--- src/rtl/instr_fetch_unit.sv ---
// instr_fetch_unit
//   Fetch stage ahead of the control unit. Owns the program counter, issues
//   reads to a 1-cycle-latency synchronous program memory, buffers returned
//   instructions (with their fetch PC) in a 2-entry FIFO and presents the
//   head on a valid/ready handshake. Supports PC redirect with queue flush.
// Ports
//   clk, rst                 clock, synchronous active-high reset
//   fetch_en                 allow new reads
//   pc_load, pc_load_addr    redirect strobe and target
//   mem_en, mem_addr         program memory read request
//   mem_data                 read data, valid the cycle after mem_en
//   instr_out, instr_pc      queue head instruction and its address
//   instr_valid, instr_ready head handshake
module instr_fetch_unit #(
  parameter int ADDR_W  = 8,
  parameter int INSTR_W = 8,
  parameter logic [ADDR_W-1:0] RESET_PC = '0
) (
  input  logic               clk,
  input  logic               rst,
  input  logic               fetch_en,
  input  logic               pc_load,
  input  logic [ADDR_W-1:0]  pc_load_addr,
  output logic               mem_en,
  output logic [ADDR_W-1:0]  mem_addr,
  input  logic [INSTR_W-1:0] mem_data,
  output logic [INSTR_W-1:0] instr_out,
  output logic [ADDR_W-1:0]  instr_pc,
  output logic               instr_valid,
  input  logic               instr_ready
);

  typedef struct packed {
    logic [INSTR_W-1:0] instr;
    logic [ADDR_W-1:0]  pc;
  } entry_t;

  typedef enum logic {RUN, REDIRECT} state_t;

  state_t             state_q, state_d;
  logic [ADDR_W-1:0]  pc_q, pc_d;
  logic               infl_q;
  logic [ADDR_W-1:0]  infl_pc_q, infl_pc_d;
  entry_t             e0_q, e1_q, e0_d, e1_d;
  logic [1:0]         cnt_q, cnt_d;

  logic               pop, push, issue;
  logic [2:0]         occ;
  entry_t             ret_entry;

  assign instr_valid = (cnt_q != 2'd0);
  assign instr_out   = e0_q.instr;
  assign instr_pc    = e0_q.pc;
  assign pop         = instr_valid & instr_ready;

  // Slots committed after this cycle: queued + returning - leaving.
  assign occ   = {1'b0, cnt_q} + {2'b00, infl_q} - {2'b00, pop};
  assign issue = !rst && fetch_en && (state_q == RUN) && !pc_load && (occ < 3'd2);

  // A return coinciding with pc_load is the stale read and is dropped. With
  // 1-cycle latency nothing can be in flight during REDIRECT, the state check
  // just keeps that airtight.
  assign push      = infl_q && (state_q == RUN) && !pc_load;
  assign ret_entry = '{instr: mem_data, pc: infl_pc_q};

  assign mem_en   = issue;
  assign mem_addr = rst ? RESET_PC : pc_q;

  // FSM next state
  always_comb begin
    state_d = state_q;
    if (pc_load)                  state_d = REDIRECT;
    else if (state_q == REDIRECT) state_d = RUN;
  end

  // PC and request tracking
  always_comb begin
    pc_d      = pc_q;
    infl_pc_d = infl_pc_q;
    if (pc_load) begin
      pc_d = pc_load_addr;
    end else if (issue) begin
      pc_d      = pc_q + {{(ADDR_W-1){1'b0}}, 1'b1};
      infl_pc_d = pc_q;
    end
  end

  // Queue: apply pop first, then push into the first free slot.
  always_comb begin
    e0_d  = e0_q;
    e1_d  = e1_q;
    cnt_d = cnt_q;
    if (pop) begin
      e0_d  = e1_q;
      cnt_d = cnt_q - 2'd1;
    end
    if (push) begin
      if (cnt_d == 2'd0) e0_d = ret_entry;
      else               e1_d = ret_entry;
      cnt_d = cnt_d + 2'd1;
    end
    if (pc_load) cnt_d = 2'd0;
  end

  always_ff @(posedge clk) begin
    if (rst) begin
      state_q   <= RUN;
      pc_q      <= RESET_PC;
      infl_q    <= 1'b0;
      infl_pc_q <= '0;
      e0_q      <= '0;
      e1_q      <= '0;
      cnt_q     <= 2'd0;
    end else begin
      state_q   <= state_d;
      pc_q      <= pc_d;
      infl_q    <= issue;
      infl_pc_q <= infl_pc_d;
      e0_q      <= e0_d;
      e1_q      <= e1_d;
      cnt_q     <= cnt_d;
    end
  end

endmodule

--- config.mk ---
export PLATFORM = sky130hd
export DESIGN_NAME = instr_fetch_unit
export DESIGN_NICKNAME = d
export VERILOG_FILES = /design/src/rtl/instr_fetch_unit.sv
export SDC_FILE = /design/constraint.sdc
export NUM_CORES = 1
export LEC_CHECK = 0
export ABC_CLOCK_PERIOD_IN_PS = 5300
export CAP_MARGIN = 20
export CELL_PAD_IN_SITES_DETAIL_PLACEMENT = 0
export CELL_PAD_IN_SITES_GLOBAL_PLACEMENT = 1
export CORE_AREA = 2 2 69 98
export DETAILED_ROUTE_END_ITERATION = 8
export DIE_AREA = 0 0 71 100
export PLACE_DENSITY_LB_ADDON = 0.1
export SLEW_MARGIN = 20
export SYNTH_ARGS = -nofsm -noshare
export SYNTH_HDL_FRONTEND = slang
export SYNTH_SLANG_ARGS = --single-unit
--- constraint.sdc ---
create_clock -name clk -period 5.3 [get_ports clk]
set_clock_uncertainty 0.15 [all_clocks]
set_input_delay 1.325 -clock clk [delete_from_list [all_inputs] [get_ports clk]]
set_output_delay 1.325 -clock clk [all_outputs]
set_load 0.1 [all_outputs]
# --- After elaboration in Yosys (flattened, before gate mapping) ---
# Cells that the tools add are included.
word_totals:
  regBits: 52
  latchBits: 0
  ramBits: 0
  rom_bits: 0
  in_bits: 21
  output_inout_bits: 26
  word_cells: 42
  memories: 0
classes:
  n_addsub: 5
  multipliers: 0
  n_div: 0
  n_lt_le_gt_ge: 1
  eq_ne: 0
  shifts: 0
  n_mux: 9
  bitwise_logic: 4
  reduce_logical: 14
op_table:
  columns: ["cell", "count"]
  rows:
  - ["two-way mux 16 bit", 3]
  - ["two-way mux 8 bit", 3]
  - ["adder 8 x 1 -> 8 bit (second input constant)", 1]
  - ["logical AND 1 bit", 6]
  - ["two-way mux 2 bit", 2]
  - ["AND reduction 2 bit", 2]
  - ["nonzero test 2 bit", 2]
  - ["adder 2 x 1 -> 3 bit", 1]
  - ["< comparator 3 x 2 -> 1 bit (second input constant)", 1]
  - ["NOT 1 bit", 3]
  - ["subtractor 3 x 1 -> 3 bit", 1]
  - ["adder 2 x 1 -> 2 bit (second input constant)", 1]
  - ["zero test 1 bit", 2]
  - ["zero test 2 bit", 1]
  - ["OR reduction 2 bit", 1]
  - ["subtractor 2 x 1 -> 2 bit (second input constant)", 1]
  - ["bitwise AND 1 bit", 1]
  - ["two-way mux 1 bit", 1]

# --- Logic depth before layout (Yosys ltp) ---
# Gate-level depths: netlist of the first run.
logic_depth:
  ltp_word: 7
  depth_mapped: 13
  mapped_depth_nobuf: 11

# --- Least setup slack after synthesis of the first run ---
# OpenSTA, ideal clock, no wires.
synth_path:
  kind: "input to output"
  from: "input port instr_ready"
  to: "output port mem_en"
  arrival_time_ns: 5.935
  t_required_ns: 3.825
  path_slack_ns: -2.110
  cell_stages: 9
  path_buffers: 2
  path_cell_list: "nand2b_1 -> buf_2 -> buf_2 -> inv_1 -> ha_1 -> nand2b_1 -> fa_1 -> xor2_2 -> nor4_1"
synth_via:
  elab_chain_len: 4
synth_rtl:
  columns: ["element", "line_no", "text"]
  rows:
  - ["start, declared", "30", "input logic instr_ready"]
  - ["bitwise AND 1 bit", "54", "assign pop = instr_valid & instr_ready;"]
  - ["subtractor 3 x 1 -> 3 bit", "57", "assign occ = {1'b0, cnt_q} + {2'b00, infl_q} - {2'b00, pop};"]
  - ["< comparator 3 x 2 -> 1 bit", "58", "assign issue = !rst && fetch_en && (state_q == RUN) && !pc_load && (occ < 3'd2);"]
  - ["logical AND 1 bit", "58", null]
  - ["end, declared", "24", "output logic mem_en,"]
# No other way between the ends.

# --- Final worst setup path of the first run ---
# Same ends and word-level chain as after synthesis.

==> results of run 1 <==
## stage by stage
stage	cell area, sq um	TNS, ns	power [uW]	util
CTS	2960	0	830	0.466
floorplan	2370	-0.0352	519	-
detailed placement	2850	0	559	0.449
global route	2960	0	851	0.466
global placement	2850	0	559	0.449
finish	2960	0	818	0.466
## synthesized netlist by cell type, types with 2 or more instances
| master | count |
|---|---|
| a21oi_1 | 19 |
| a211oi_1 | 20 |
| nand3b_1 | 2 |
| dfxtp_1 | 52 |
| nand2b_1 | 4 |
| xnor2_1 | 7 |
| mux2i_1 | 27 |
| nor3_1 | 4 |
| nand2_1 | 35 |
| o21bai_1 | 3 |
| nor4_1 | 6 |
| inv_1 | 6 |
| nor2b_1 | 9 |
| nor2_1 | 32 |
| buf_2 | 3 |
| clkbuf_1 | 13 |
| nand3_1 | 3 |
| ha_1 | 4 |
## final cells by class
cell class                 instances  area, sq um
tap                               74         92.6
multi-input combinational        182         1220
fill                             627         3390
sequential                        52         1040
inverter                           6         25.0
timing repair buffer              50          475
clock inverter                     2         35.0
clock buffer                       6         72.6
## per-layer routing
layer / track usage / vias to the layer above / share of wire
met5: 0 / - / 0
met3: 0.0412 / 6 / 0.038
li1: - / 957 / -
met4: 0.0566 / 0 / 0.013
met2: 0.253 / 38 / 0.50
met1: 0.174 / 843 / 0.45
## worst max-delay path by stage
stage / start / to / slack [ns] / depth (start not counted)
finish: instr_ready / mem_en / 0.36 / 9
global route: instr_ready / mem_en / 0.20 / 9
CTS: instr_ready / mem_en / 0.34 / 9
detailed placement: instr_ready / mem_en / 0.34 / 9
global placement: instr_ready / mem_en / 0.34 / 9
floorplan: instr_ready / mem_en / -0.04 / 9
## where the power goes
group	internal [uW]	switching [uW]
Clock	140	129
Combinational	47.1	87.8
Sequential	402	12.1
## state kept, by name, summed over array words and instances (netlist names)
signal and count:
pc_q 8, infl_pc_q 8, e1_q 16, state_q 1, infl_q 1, instr_pc 8
cnt_q 2, instr_out 8
## logic make-up after synthesis
family,after synthesis
AOI/OAI and AO/OA,43
xor gates and xnor gates,8
adders and majority gates,5
buffers and inverters,22
DFF,52
muxes,27
and+or+nand+nor,99
## worst max-delay path, cell delays in order
cell,delay [ns]
clkdlybuf4s50_1,0.51
nand2b_4,0.07
inv_4,0.05
ha_4,0.20
nand2b_4,0.14
fa_1,0.53
nand3b_1,0.14
nor4_4,0.29
buf_12,0.21
==> flow_summary_export.csv, run 1 <==
group,metric,value,unit
status,status,"finished, final reports clean",
cts,numCtsBuffers,5,
floorplanning,fp.dieW,71,um
layout,nNetsFinal,323,
floorplanning,core_area,6350,sq um
timing,period_needed,4.94,ns
logic_synthesis,yosys.area_share.simple,0.209,
min_path,whs_endpoint,"e1_q[11]$_SDFFE_PP0P_",
pwr,p_leak,0.00117,uW
cts,clock-root-buffer,"clkbuf_8",
logic_synthesis,syn_area,2300,sq um
cts,htreeDepth,2,
min_path,hp-class,"reg2reg",
cts,cts.sinks,52,
logic_synthesis,yosysUniqueCellTypes,25,
floorplanning,rows,35,
placed_design,pre_cts_slack,0.345,ns
routing,dr.first_iter.drc_count,67,
routing,antenna_left,0,
cts,clkLatencyLatePin,0.29,ns
pwr,ir_drop,123,uV
logic_synthesis,synth-compound-area-share,0.121,
timing,setup_slack,0.363,ns
placed_design,gp_congestion,0.754,
timing,slew_headroom,0.347,
critical_path,required,3.83,ns
critical_path,rr_startpoint,"cnt_q[1]$_SDFF_PP0_",
critical_path,reg2reg_depth,11,
logic_synthesis,ys_async_sr_fraction,0,
layout,fin_cells,372,
logic_synthesis,muxShareOfSynthArea,0.117,
logic_synthesis,ys_seq_area_frac,0.452,
routing,dr_total_vias,1844,
routing,wirelength,4810,um
cts,cts_setup_buffers,0,
routing,firstDrtPassIters,4,
floorplanning,ios,47,
routing,vias_per_cell,4.96,
logic_synthesis,syn_nets,282,
logic_synthesis,synth_seq_cells,52,
floorplanning,start_util,0.363,
logic_synthesis,synth_top_family_by_area,"simple AND/OR/NAND/NOR gates",
logic_synthesis,avgSynthCellArea,9.00,sq um
critical_path,reg2reg_slack,2.18,ns
layout,final_common_cell,"dfxtp_1",
min_path,worstHoldStart,"e1_q[11]$_SDFFE_PP0P_",
cts,cts_tree,"built",
global_routing,antenna_found_initial,0,
global_routing,grt_pass1_vias,1752,
critical_path,critPathCaptureType,"output port",
layout,final_cell_mix,"dfxtp_1, clkdlybuf4s50_1, nand2_1",
floorplanning,die-area,7100,sq um
timing,finalSetupViolations,0,
routing,drcViolationCount,0,
routing,avgRoutedWirePerCell,12.9,um
logic_synthesis,syn-instance-count,256,
logic_synthesis,synth_largest_area_cell,"dfxtp_1",
timing,holdWs,0.309,ns
cts,cts_resized,0,
logic_synthesis,synth_area_leaders,"dfxtp_1, mux2i_1, a211oi_1",
critical_path,start_kind,"primary input",
global_routing,grt_max_degree,36,
logic_synthesis,synth_xor_area_frac,0.0337,
logic_synthesis,synth-warning-count,0,
timing,finalHoldViolations,0,
cts,hold_buffers,0,
logic_synthesis,synthFlopType,"dfxtp_1",
global_routing,grt_pass1_wl,8380,um
critical_path,worstPathMaxFanout,3,
global_routing,grt_overflow,0,
timing,slew_violations,0,
critical_path,crit_type,"in2out",
cts,clk_pin_slew,0.09,ns
critical_path,crit_arrival,3.46,ns
layout,drive_above_1_share,0.0973,
logic_synthesis,synth_edf_count,0,
timing,finalCritPeriodShare,0.932,
timing,fmax,203,MHz
pwr,p_per_area,276,nW/um^2
placed_design,portBuffers,46,
layout,area_growth,28.5,%
cts,clockBufferDepth,2,
floorplanning,dieHeight,100,um
timing,max_slew.worst_pin.slew,0.977,ns
logic_synthesis,synthAdderAreaFrac,0.0304,
flow_run,drv_cap,0,
critical_path,r2r_end,"infl_pc_q[1]$_SDFFE_PP0P_",
timing,rsz0062_at_grt,"no",
placed_design,place_inst,364,
logic_synthesis,synth_top_area_frac,0.452,
layout,diodes,0,
global_routing,grt.total_usage,0.148,
placed_design,post-dp-hpwl,3270,um
min_path,hold_depth,2,
Note: power is estimated with default switching activity, not from simulation.
==> run 2, diff against run 1 <==
HOLD_SLACK_MARGIN = 0.1   (was not set)
==> results of run 2 <==
No change in the layout: final DEF, timing and power equal those of run 1.
==> run 3, diff against run 2 <==
CORE_AREA = 2 2 68 95   (was 2 2 69 98)
CTS_BUF_LIST = sky130_fd_sc_hd__clkbuf_4   (was not set)
DIE_AREA = 0 0 70 97   (was 0 0 71 100)
SKIP_CTS_REPAIR_TIMING = 1   (was not set)
==> flow_summary_export.csv, run 3 (synthesis gave the netlist of run 1 again) <==
group,metric,value,unit
layout,final_cell_mix,"dfxtp_1, clkdlybuf4s50_1, nand2_1",
timing,slew_violations,0,
routing,avgRoutedWirePerCell,13.2,um
pwr,p_leak,0.00115,uW
critical_path,crit_arrival,3.49,ns
timing,slew_headroom,0.352,
layout,largest-register,"e1_q",
layout,nNetsFinal,323,
placed_design,gp_congestion,0.808,
cts,cts.sinks,52,
cts,clock-root-buffer,"clkbuf_4",
timing,finalHoldViolations,0,
global_routing,grt_max_degree,33,
critical_path,slowest_stage,"fa_1",
critical_path,worstPathCellList,"clkdlybuf4s50_1, nand2b_4, inv_4, ha_4, nand2b_4, fa_1, nand3b_1, nor4_4, buf_12",
routing,firstDrtPassIters,4,
critical_path,start_kind,"primary input",
global_routing,grt.total_usage,0.150,
timing,max_slew.worst_pin.slew,0.969,ns
floorplanning,die-area,6790,sq um
timing,fmax,201,MHz
floorplanning,fp.dieW,70,um
layout,final_common_cell,"dfxtp_1",
global_routing,grt_pass1_vias,1757,
layout,fillCellCount,584,
floorplanning,start_util,0.393,
layout,area_growth,25.8,%
layout,drive_above_1_share,0.0976,
global_routing,antenna_found_initial,0,
routing,dr_total_vias,1870,
cts,clk_pin_slew,0.14,ns
flow_run,drv_cap,0,
timing,setup_slack,0.332,ns
cts,htreeDepth,2,
placed_design,pre_cts_slack,0.339,ns
global_routing,grt.met1_usage,0.182,
routing,drcViolationCount,0,
pwr,ir_drop,113,uV
placed_design,portBuffers,46,
min_path,hp-class,"reg2reg",
global_routing,grt-busiest-layer,"met2",
pwr,p_per_area,249,nW/um^2
critical_path,reg2reg_slack,2.12,ns
critical_path,critPathCaptureType,"output port",
cts,numCtsBuffers,5,
placed_design,place_area,2850,sq um
routing,dr.first_iter.drc_count,79,
routing,wirelength,4830,um
layout,diodes,0,
layout,largest_reg_flops,16,
routing,antenna_left,0,
floorplanning,rows,33,
global_routing,grt_overflow,0,
floorplanning,dieHeight,97,um
floorplanning,core_area,5860,sq um
floorplanning,ios,47,
timing,finalCritPeriodShare,0.937,
layout,fin_util,0.494,
routing,vias_per_cell,5.10,
cts,cts_tree,"built",
timing,rsz0062_at_grt,"no",
global_routing,grtUsageMet2,0.253,
critical_path,crit_type,"in2out",
timing,period_needed,4.97,ns
status,status,"finished, final reports clean",
critical_path,slowest_delay,0.54,ns
timing,finalSetupViolations,0,
cts,clockBufferDepth,2,
global_routing,grt_pass1_wl,8350,um
global_routing,met3_usage,0.0354,
cts,clkLatencyLatePin,0.36,ns
critical_path,cpMostUsedCell,"nand2b_4",
placed_design,post-dp-hpwl,3310,um
critical_path,required,3.83,ns
critical_path,worstPathMaxFanout,3,
layout,fin_area,2900,sq um
## run 3: changes by cell type in the layout (fill, tap and decap cells not counted)
cell,change
bufinv_16,-1
clkbuf_8,-5
clkbuf_4,+6
clkbuf_1,-1
## run 3: worst paths after layout
kind                   startpoint                   end  cells after the start
max                   instr_ready                mem_en                      9
min          e1_q[9]$_SDFFE_PP0P_  e1_q[9]$_SDFFE_PP0P_                      2
max reg2reg   cnt_q[1]$_SDFF_PP0_  pc_q[7]$_SDFFE_PP0P_                     12
min reg2reg  e1_q[9]$_SDFFE_PP0P_  e1_q[9]$_SDFFE_PP0P_                      2
## run 3: final cells by class
| class | instances | area, sq um | share of cell area |
|---|---|---|---|
| clock inverters | 1 | 5.00 | 0.00173 |
| clock buffers | 6 | 45.0 | 0.0155 |
| multi-input cells | 182 | 1220 | 0.421 |
| repair buffers | 50 | 475 | 0.164 |
| inverters | 6 | 25.0 | 0.00864 |
| flip-flops and latches | 52 | 1040 | 0.359 |
| well taps | 70 | 87.6 | 0.0302 |
## run 3: per-layer routing
metal / part of all wire / vias up
li1: - / 959
met1: 0.47 / 861
met2: 0.47 / 39
met3: 0.039 / 11
met4: 0.022 / 0
met5: 0 / -
## run 3: critical path: cells and delay by family
family / cells / cell delay, ns
adders and majority gates: 2 / 0.74
buffers and inverters: 3 / 0.78
and+or+nand+nor: 4 / 0.66
## run 3: power breakdown
group	switching, uW	leakage [uW]	total (uW)	internal (uW)
Combinational	88.4	0.000697	136	47.2
Clock	118	0.0000315	173	54.3
Sequential	12.5	0.000422	415	402
## run 3: per-stage QoR
| step | power [uW] | setup TNS, ns | cells | hold WS [ns] |
|---|---|---|---|---|
| 2_1_floorplan | 519 | -0.0352 | 256 | 0.286 |
| 3_3_place_gp | 559 | 0 | 360 | 0.292 |
| 3_5_place_dp | 560 | 0 | 360 | 0.296 |
| 4_1_cts | 738 | 0 | 367 | 0.315 |
| 5_1_grt | 761 | 0 | 367 | 0.330 |
| 6_report | 723 | 0 | 367 | 0.314 |
